### src/rtl/line_mem_arbiter.sv
// line_mem_arbiter
//
// Shares one line-wide memory port between the ifetch requester (i_*) and the
// data requester (d_*). Data is preferred. An ifetch that has been passed over
// STARVE_LIMIT times in a row wins the next conflict. The downstream request is
// registered and held stable until mem_resp. Every transaction is followed by at
// least one IDLE turnaround cycle.
//
// Ports:
//   clk, rst_n                  clock, asynchronous active-low reset
//   i_read/i_address            ifetch line read request (level)
//   i_rdata/i_resp              ifetch read data (passthrough), completion pulse
//   d_read/d_write/d_address    data request (level); read+write is treated as write
//   d_wdata/d_sel               data write line and byte selects
//   d_rdata/d_resp              data read data (passthrough), completion pulse
//   mem_*                       downstream request (registered) and response
//
// Optional feature: define ARB_PERF_CNT_EN to add the saturating 16-bit
// perf_i_grants, perf_d_grants and perf_conflicts outputs.
module line_mem_arbiter #(
  parameter int unsigned ADDR_W       = 12,
  parameter int unsigned LINE_W       = 128,
  parameter int unsigned SEL_W        = 16,
  parameter int unsigned STARVE_LIMIT = 4
) (
  input  logic              clk,
  input  logic              rst_n,
  input  logic              i_read,
  input  logic [ADDR_W-1:0] i_address,
  output logic [LINE_W-1:0] i_rdata,
  output logic              i_resp,
  input  logic              d_read,
  input  logic              d_write,
  input  logic [ADDR_W-1:0] d_address,
  input  logic [LINE_W-1:0] d_wdata,
  input  logic [SEL_W-1:0]  d_sel,
  output logic [LINE_W-1:0] d_rdata,
  output logic              d_resp,
  output logic              mem_read,
  output logic              mem_write,
  output logic [ADDR_W-1:0] mem_address,
  output logic [LINE_W-1:0] mem_wdata,
  output logic [SEL_W-1:0]  mem_sel,
  input  logic [LINE_W-1:0] mem_rdata,
  input  logic              mem_resp
`ifdef ARB_PERF_CNT_EN
  ,
  output logic [15:0]       perf_i_grants,
  output logic [15:0]       perf_d_grants,
  output logic [15:0]       perf_conflicts
`endif
);

  localparam int unsigned CntW = $clog2(STARVE_LIMIT + 1);
  localparam logic [CntW-1:0] StarveMax = CntW'(STARVE_LIMIT);

  typedef enum logic [1:0] {StIdle, StServeI, StServeD} state_e;

  state_e          state_q;
  logic [CntW-1:0] starve_q;
  logic            d_req;
  logic            grant_i;
  logic            grant_d;

  // Grant decision, only acted upon in StIdle.
  always_comb begin
    d_req   = d_read | d_write;
    grant_i = i_read & (~d_req | (starve_q == StarveMax));
    grant_d = d_req & ~grant_i;
  end

  always_ff @(posedge clk or negedge rst_n) begin
    if (!rst_n) begin
      state_q     <= StIdle;
      starve_q    <= '0;
      mem_read    <= 1'b0;
      mem_write   <= 1'b0;
      mem_address <= '0;
      mem_wdata   <= '0;
      mem_sel     <= '0;
    end else begin
      unique case (state_q)
        StIdle: begin
          if (grant_i) begin
            state_q     <= StServeI;
            starve_q    <= '0;
            mem_read    <= 1'b1;
            mem_write   <= 1'b0;
            mem_address <= i_address;
            mem_wdata   <= '0;
            mem_sel     <= '1;  // ifetch always reads the whole line
          end else if (grant_d) begin
            state_q     <= StServeD;
            // Count only D grants that actually pass over a waiting ifetch.
            if (!i_read) begin
              starve_q <= '0;
            end else if (starve_q != StarveMax) begin
              starve_q <= starve_q + 1'b1;
            end
            // Illegal read+write collapses to a write.
            mem_read    <= d_read & ~d_write;
            mem_write   <= d_write;
            mem_address <= d_address;
            mem_wdata   <= d_wdata;
            mem_sel     <= d_sel;
          end
        end
        StServeI, StServeD: begin
          // Request fields stay frozen until the memory answers.
          if (mem_resp) begin
            state_q   <= StIdle;
            mem_read  <= 1'b0;
            mem_write <= 1'b0;
          end
        end
        default: state_q <= StIdle;
      endcase
    end
  end

  always_comb begin
    i_rdata = mem_rdata;
    d_rdata = mem_rdata;
    i_resp  = (state_q == StServeI) & mem_resp;
    d_resp  = (state_q == StServeD) & mem_resp;
  end

`ifdef ARB_PERF_CNT_EN
  always_ff @(posedge clk or negedge rst_n) begin
    if (!rst_n) begin
      perf_i_grants  <= '0;
      perf_d_grants  <= '0;
      perf_conflicts <= '0;
    end else if (state_q == StIdle) begin
      if (grant_i && perf_i_grants != 16'hFFFF) begin
        perf_i_grants <= perf_i_grants + 16'd1;
      end
      if (grant_d && perf_d_grants != 16'hFFFF) begin
        perf_d_grants <= perf_d_grants + 16'd1;
      end
      if (i_read && d_req && perf_conflicts != 16'hFFFF) begin
        perf_conflicts <= perf_conflicts + 16'd1;
      end
    end
  end
`endif

endmodule

### config.mk
export PLATFORM = sky130hd
export DESIGN_NAME = line_mem_arbiter
export DESIGN_NICKNAME = d
export VERILOG_FILES = /design/src/rtl/line_mem_arbiter.sv
export SDC_FILE = /design/constraint.sdc
export NUM_CORES = 1
export LEC_CHECK = 0
export BUFFER_PORTS_ARGS = -buffer_cell sky130_fd_sc_hd__clkbuf_2
export CELL_PAD_IN_SITES_DETAIL_PLACEMENT = 0
export CELL_PAD_IN_SITES_GLOBAL_PLACEMENT = 2
export CORE_AREA = 2 2 281 283
export DETAILED_ROUTE_END_ITERATION = 8
export DIE_AREA = 0 0 283 285
export GPL_TIMING_DRIVEN = 0
export HOLD_SLACK_MARGIN = 0.15
export PLACE_DENSITY_LB_ADDON = 0.1
export SYNTH_ARGS = -nofsm -noshare
export SYNTH_HDL_FRONTEND = slang
export SYNTH_SLANG_ARGS = --single-unit
### constraint.sdc
create_clock -name clk -period 2.1 [get_ports clk]
set_input_delay 0.42 -clock clk [delete_from_list [all_inputs] [get_ports clk]]
set_output_delay 0.42 -clock clk [all_outputs]
set_load 0.02 [all_outputs]
After elaboration in Yosys (flattened, before gate mapping)
Index checks and enable logic that the tools add are counted.
{"block": "classes", "add_sub_neg": 1, "n_eq_ne": 7, "mux": 21, "n_bitwise": 10, "n_reduce_logical": 8}
{"op": "$mux 128", "n": 2}
{"op": "$mux 16", "n": 2}
{"op": "$mux 12", "n": 2}
{"op": "$mux 3", "n": 4}
{"op": "$mux 2", "n": 3}
{"op": "$ne 3x3->1 const B", "n": 2}
{"op": "$reduce_and 3->1", "n": 2}
{"op": "$and 1x1->1", "n": 5}
{"op": "$mux 1", "n": 5}
{"op": "$pmux 1 s2", "n": 2}
{"op": "$pmux 2 s2", "n": 1}
{"op": "$reduce_and 2->1", "n": 2}
{"op": "$reduce_bool 2->1", "n": 2}
{"op": "$add 3x1->3 const B", "n": 1}
{"op": "$eq 3x3->1 const B", "n": 1}
{"op": "$ne 3x1->1 const B", "n": 1}
{"op": "$not 1->1", "n": 3}
{"op": "$eq 2x1->1 const B", "n": 1}
{"op": "$eq 2x2->1 const B", "n": 1}
{"op": "$logic_not 2->1", "n": 1}
{"op": "$ne 2x2->1 const B", "n": 1}
{"op": "$or 1x1->1", "n": 2}
{"op": "$reduce_or 2->1", "n": 1}
{"block": "totals", "regBits": 163, "input_bits": 302, "out_inout_bits": 416, "wordCells": 54}

Logic depth before layout (Yosys ltp)
{"block": "logic_depth", "depth_word": 9, "mapped_depth": 7, "depth_no_buf": 5}

Worst setup path before layout
Ideal clock, no wire load.
{"block": "synth_timing", "path_type": "input to register", "startpoint": "input port d_read", "endpoint": "register mem_wdata[75]", "setup_ps": 121, "arrival_time_ps": 1470, "required_ps": 1979, "setup_slack_ps": 509, "stages": 6, "path_buffers": 3, "path_cell_list": "buf_2 or2_4 and3_1 buf_2 buf_4 a22o_1"}
{"block": "synth_via", "elab_chain_cells": 8, "word_cells_on_any_way": 9, "cone_classes": "mux: 1; bitwise: 6; reduce/logical: 2"}
{"element": "start, declared", "line_no": "32", "source": "input logic d_read,"}
{"element": "$or 1x1->1 *", "line_no": "67", "source": "d_req = d_read | d_write;"}
{"element": "$not 1->1", "line_no": "68", "source": "grant_i = i_read & (~d_req | (starve_q == StarveMax));"}
{"element": "$or 1x1->1", "line_no": "68"}
{"element": "$and 1x1->1", "line_no": "68"}
{"element": "$not 1->1", "line_no": "69", "source": "grant_d = d_req & ~grant_i;"}
{"element": "$and 1x1->1", "line_no": "69"}
{"element": "$reduce_bool 2->1 (no source line)"}
{"element": "$reduce_and 2->1 (no source line)"}
{"element": "end signal, assigned", "line_no": "104", "source": "mem_wdata <= d_wdata;"}
{"element": "end, declared", "line_no": "42", "source": "output logic [LINE_W-1:0] mem_wdata,"}
Mark *: on every way between the ends. The rest lies on a longest branch, timed or not.
A chain may end at the register's enable or synchronous reset.

Worst setup path in the final report
{"block": "layout_timing", "startpoint": "register starve_q[0]", "endpoint": "register mem_wdata[0]"}
{"block": "layout_via", "elab_chain_cells": 7, "word_cells_on_any_way": 8, "cone_classes": "eq/ne: 1; mux: 1; bitwise: 4; reduce/logical: 2"}
{"element": "start, declared", "line_no": "60", "source": "logic [CntW-1:0] starve_q;"}
{"element": "start signal, assigned", "line_no": "98", "source": "starve_q <= starve_q + 1'b1;"}
{"element": "$eq 3x3->1 *", "line_no": "68"}
{"element": "$or 1x1->1 *", "line_no": "68"}
{"element": "$and 1x1->1 *", "line_no": "68"}
{"element": "$not 1->1", "line_no": "69"}
{"element": "$and 1x1->1", "line_no": "69"}
{"element": "$reduce_bool 2->1 (no source line)"}
{"element": "$reduce_and 2->1 (no source line)"}
Marks and branches as above.

==> flow_summary.ini <==
[global_routing]
grt_max_degree = 87
grt_pass1_wl_um = 58100
grt.overflow.total = 0
grt_usage_pct = 9.79
first_global_vias = 8494
antenna_found_initial = 5

[placement]
post-place-cells = 2334
dp_slack_ns = -0.532
post_dp_cell_area_um2 = 12300
io_buffers = 587
dp_hpwl_um = 32000
gp_congestion = 0.707

[synth]
synthArstFlopShare_pct = 100
synthTopCellsByCount = 259 x buf_4, 163 x dfrtp_1, 129 x a22o_1
synth_top_area_share_pct = 50.8
synth_area_leaders = dfrtp_1 51%, buf_4 24%, a22o_1 14%, buf_2 1.8%, o22a_1 1.7%
ys_seq_area_share_pct = 50.8
synth-main-ff-cell = dfrtp_1
syn_area_per_cell_um2 = 11.5
synth_warnings = 0
syn_nets = 1003
synth_most_common_cell = buf_4
yosysUniqueCellTypes = 32
synth_top_area_cell = dfrtp_1
postSynthCellCount = 696
synth_seq_cells = 163
syn_area_um2 = 8030
synth-edff-count = 0

[cts]
cts_tree = built
clk_latency_ns = 0.48
clkTransAtPathRegs_ns = 0.07
clockRootBuffer = clkbuf_16
clock_path_buffers = 2
clkSinkCount = 163
cts_buffers = 17
h-tree-depth = 4

[timing]
hold_viol_final = 0
setup_violations = 0
setup_slack_ns = 0.181
rsz0062_at_grt = false
period_needed_ns = 1.92
slew-limit-headroom_pct = 47.0
slew_viol_final = 0
fin_worst_skew_ns = 0.0140
finalCritPeriodShare_pct = 91.4
fin_hold_ws_ns = 0.203
max_freq_ghz = 0.521
tightestPinTransition_ns = 0.795

[pwr]
ir_worst_vdd_mv = 0.579
p_leak_nw = 7.54
p_per_area_nw_per_um2 = 1230

[detailed_routing]
totalWireLength_um = 40000
routedWlPerCell_um = 15.9
drcViolationCount = 0
ant_nets = 0
vias_per_cell = 3.12
via_count = 7859
drt_pass1_iterations = 4
drtIter0Drc = 250

[layout]
fill_cells = 8815
final_area_um2 = 14500
area_growth_pct = 80.2
finalNonFillerCells = 2518
final_layout_size_suffix_gt1_share_pct = 62.6
finalNetCount = 1760

[setup_path]
timing.critical_path.from = starve_q[0]
cp-start-kind = flop
r2r_cells = 7
ff2ff_setup_slack_ns = 0.18
worst-setup-path-type = reg2reg
crit-reg2reg-launch = starve_q[0]
cp-endpoint = mem_wdata[0]
worst-path-max-fanout = 10
cp.required_ns = 2.46
r2r_end = mem_wdata[0]
worstPathArrival_ns = 2.28
cp-end-kind = flop

[job]
maxCapViolations = 0

[floorplan]
io-pin-count = 718
initial_core_util_pct = 10.3
die_w_um = 283
core_area_um2 = 78000
rows = 103
dieArea_um2 = 80700
die_y_um = 285

[worst_hold_path]
min_path_type = in2reg
hp-start = d_address[3]

[outcome]
status = finished, final reports clean
==> stage by stage <==
stage	power [mW]	TNS [ns]	util, %
floorplan	10.6	0	-
global placement	14.4	-590.84	15.7
detailed placement	14.4	-29.68	15.8
CTS	18.5	0	18.5
global route	19.2	0	18.5
finish	17.8	0	18.6
==> flip-flops by register name, indices dropped and copies added, names as in the netlist <==
| signal | count |
|---|---|
| mem_address | 12 |
| mem_read | 1 |
| mem_sel | 16 |
| mem_wdata | 128 |
| mem_write | 1 |
| starve_q | 3 |
| state_q | 2 |
==> how the worst min path moves through the flow <==
| stage | cells after the start | slack (ns) | to |
|---|---|---|---|
| floorplan | 0 | 0.12 | mem_address[0] |
| global route | 2 | 0.18 | mem_wdata[37] |
| finish | 3 | 0.20 | mem_address[3] |
| detailed placement | 1 | 0.49 | mem_wdata[62] |
| global placement | 1 | 0.49 | mem_wdata[37] |
| CTS | 3 | 0.15 | mem_address[0] |
==> logic make-up (layout without fill, tap and decap cells) <==
family	Yosys count	after routing	share of synthesized area, %
other	0	2	0
adders and majority gates	5	5	0.779
and+or+nand+nor	27	27	1.68
buffers and inverters	305	1075	26.8
muxes	2	2	0.265
AOI/OAI and AO/OA	194	194	19.6
DFF	163	163	50.8
==> critical path, cell delays in order (launching register included) <==
cell	delay (ns)
dfrtp_1	0.38
inv_1	0.08
ha_2	0.22
nand3_1	0.16
and3_1	0.27
buf_4	0.21
buf_2	0.25
a22o_1	0.22
==> report_power, final <==
part / total (mW) / internal, mW / switching [mW]
combinational: 8.83 / 3.33 / 5.50
clock: 3.57 / 1.95 / 1.62
sequential: 5.41 / 4.62 / 0.794
total: 17.8 / 9.89 / 7.92
==> layout make-up <==
cell class / instances / area (µm²) / share of cell area [%]
antenna: 2 / 5.00 / 0.0346
sequential: 163 / 4080 / 28.2
tap: 1050 / 1310 / 9.08
multi-input combinational: 228 / 1800 / 12.5
inverter: 8 / 30.0 / 0.208
buffer: 297 / 2130 / 14.7
timing repair buffer: 738 / 4480 / 30.9
clock inverter: 13 / 181 / 1.25
clock buffer: 19 / 443 / 3.06
==> metal layers <==
metal / up-vias / track usage [%] / wire (µm)
li1: 3720 / - / -
met1: 3769 / 10.4 / 15000
met2: 337 / 18.1 / 21600
met3: 27 / 3.58 / 2920
met4: 6 / 2.57 / 446
met5: - / 0 / 40
==> timing repair <==
action                     CTS  global route
pin swaps                    0             0
buffers inserted             0             0
gates resized for setup      3             8
hold endpoints to repair   226             0
setup endpoints to repair   91            30
hold buffers               150             0
==> cells in the final DEF (no fill, tap or decap), drive strengths merged <==
cell / netlist / final
dfrtp: 163 / 163
nor3: 1 / 1
a31oi: 13 / 13
nand3: 3 / 3
clkinv: 0 / 1
o22ai: 2 / 2
o32ai: 1 / 1
o31a: 1 / 1
buf: 288 / 288
a32o: 1 / 1
dlygate4sd3: 0 / 150
nand2b: 1 / 1
ha: 5 / 5
diode: 0 / 2
and2: 2 / 2
inv: 8 / 17
nor2: 13 / 13
clkbuf: 9 / 616
o22a: 16 / 16
o21ai: 14 / 14
bufinv: 0 / 3
mux2i: 1 / 1
nand3b: 1 / 1
mux2: 1 / 1
o221a: 1 / 1
a21oi: 13 / 13
o2bb2ai: 1 / 1
a22o: 129 / 129
and3: 1 / 1
and4: 1 / 1
or2: 1 / 1
a2bb2oi: 1 / 1
nand2: 1 / 1
o31ai: 1 / 1
nor2b: 2 / 2
No activity file was read; power rests on OpenSTA's default activity.
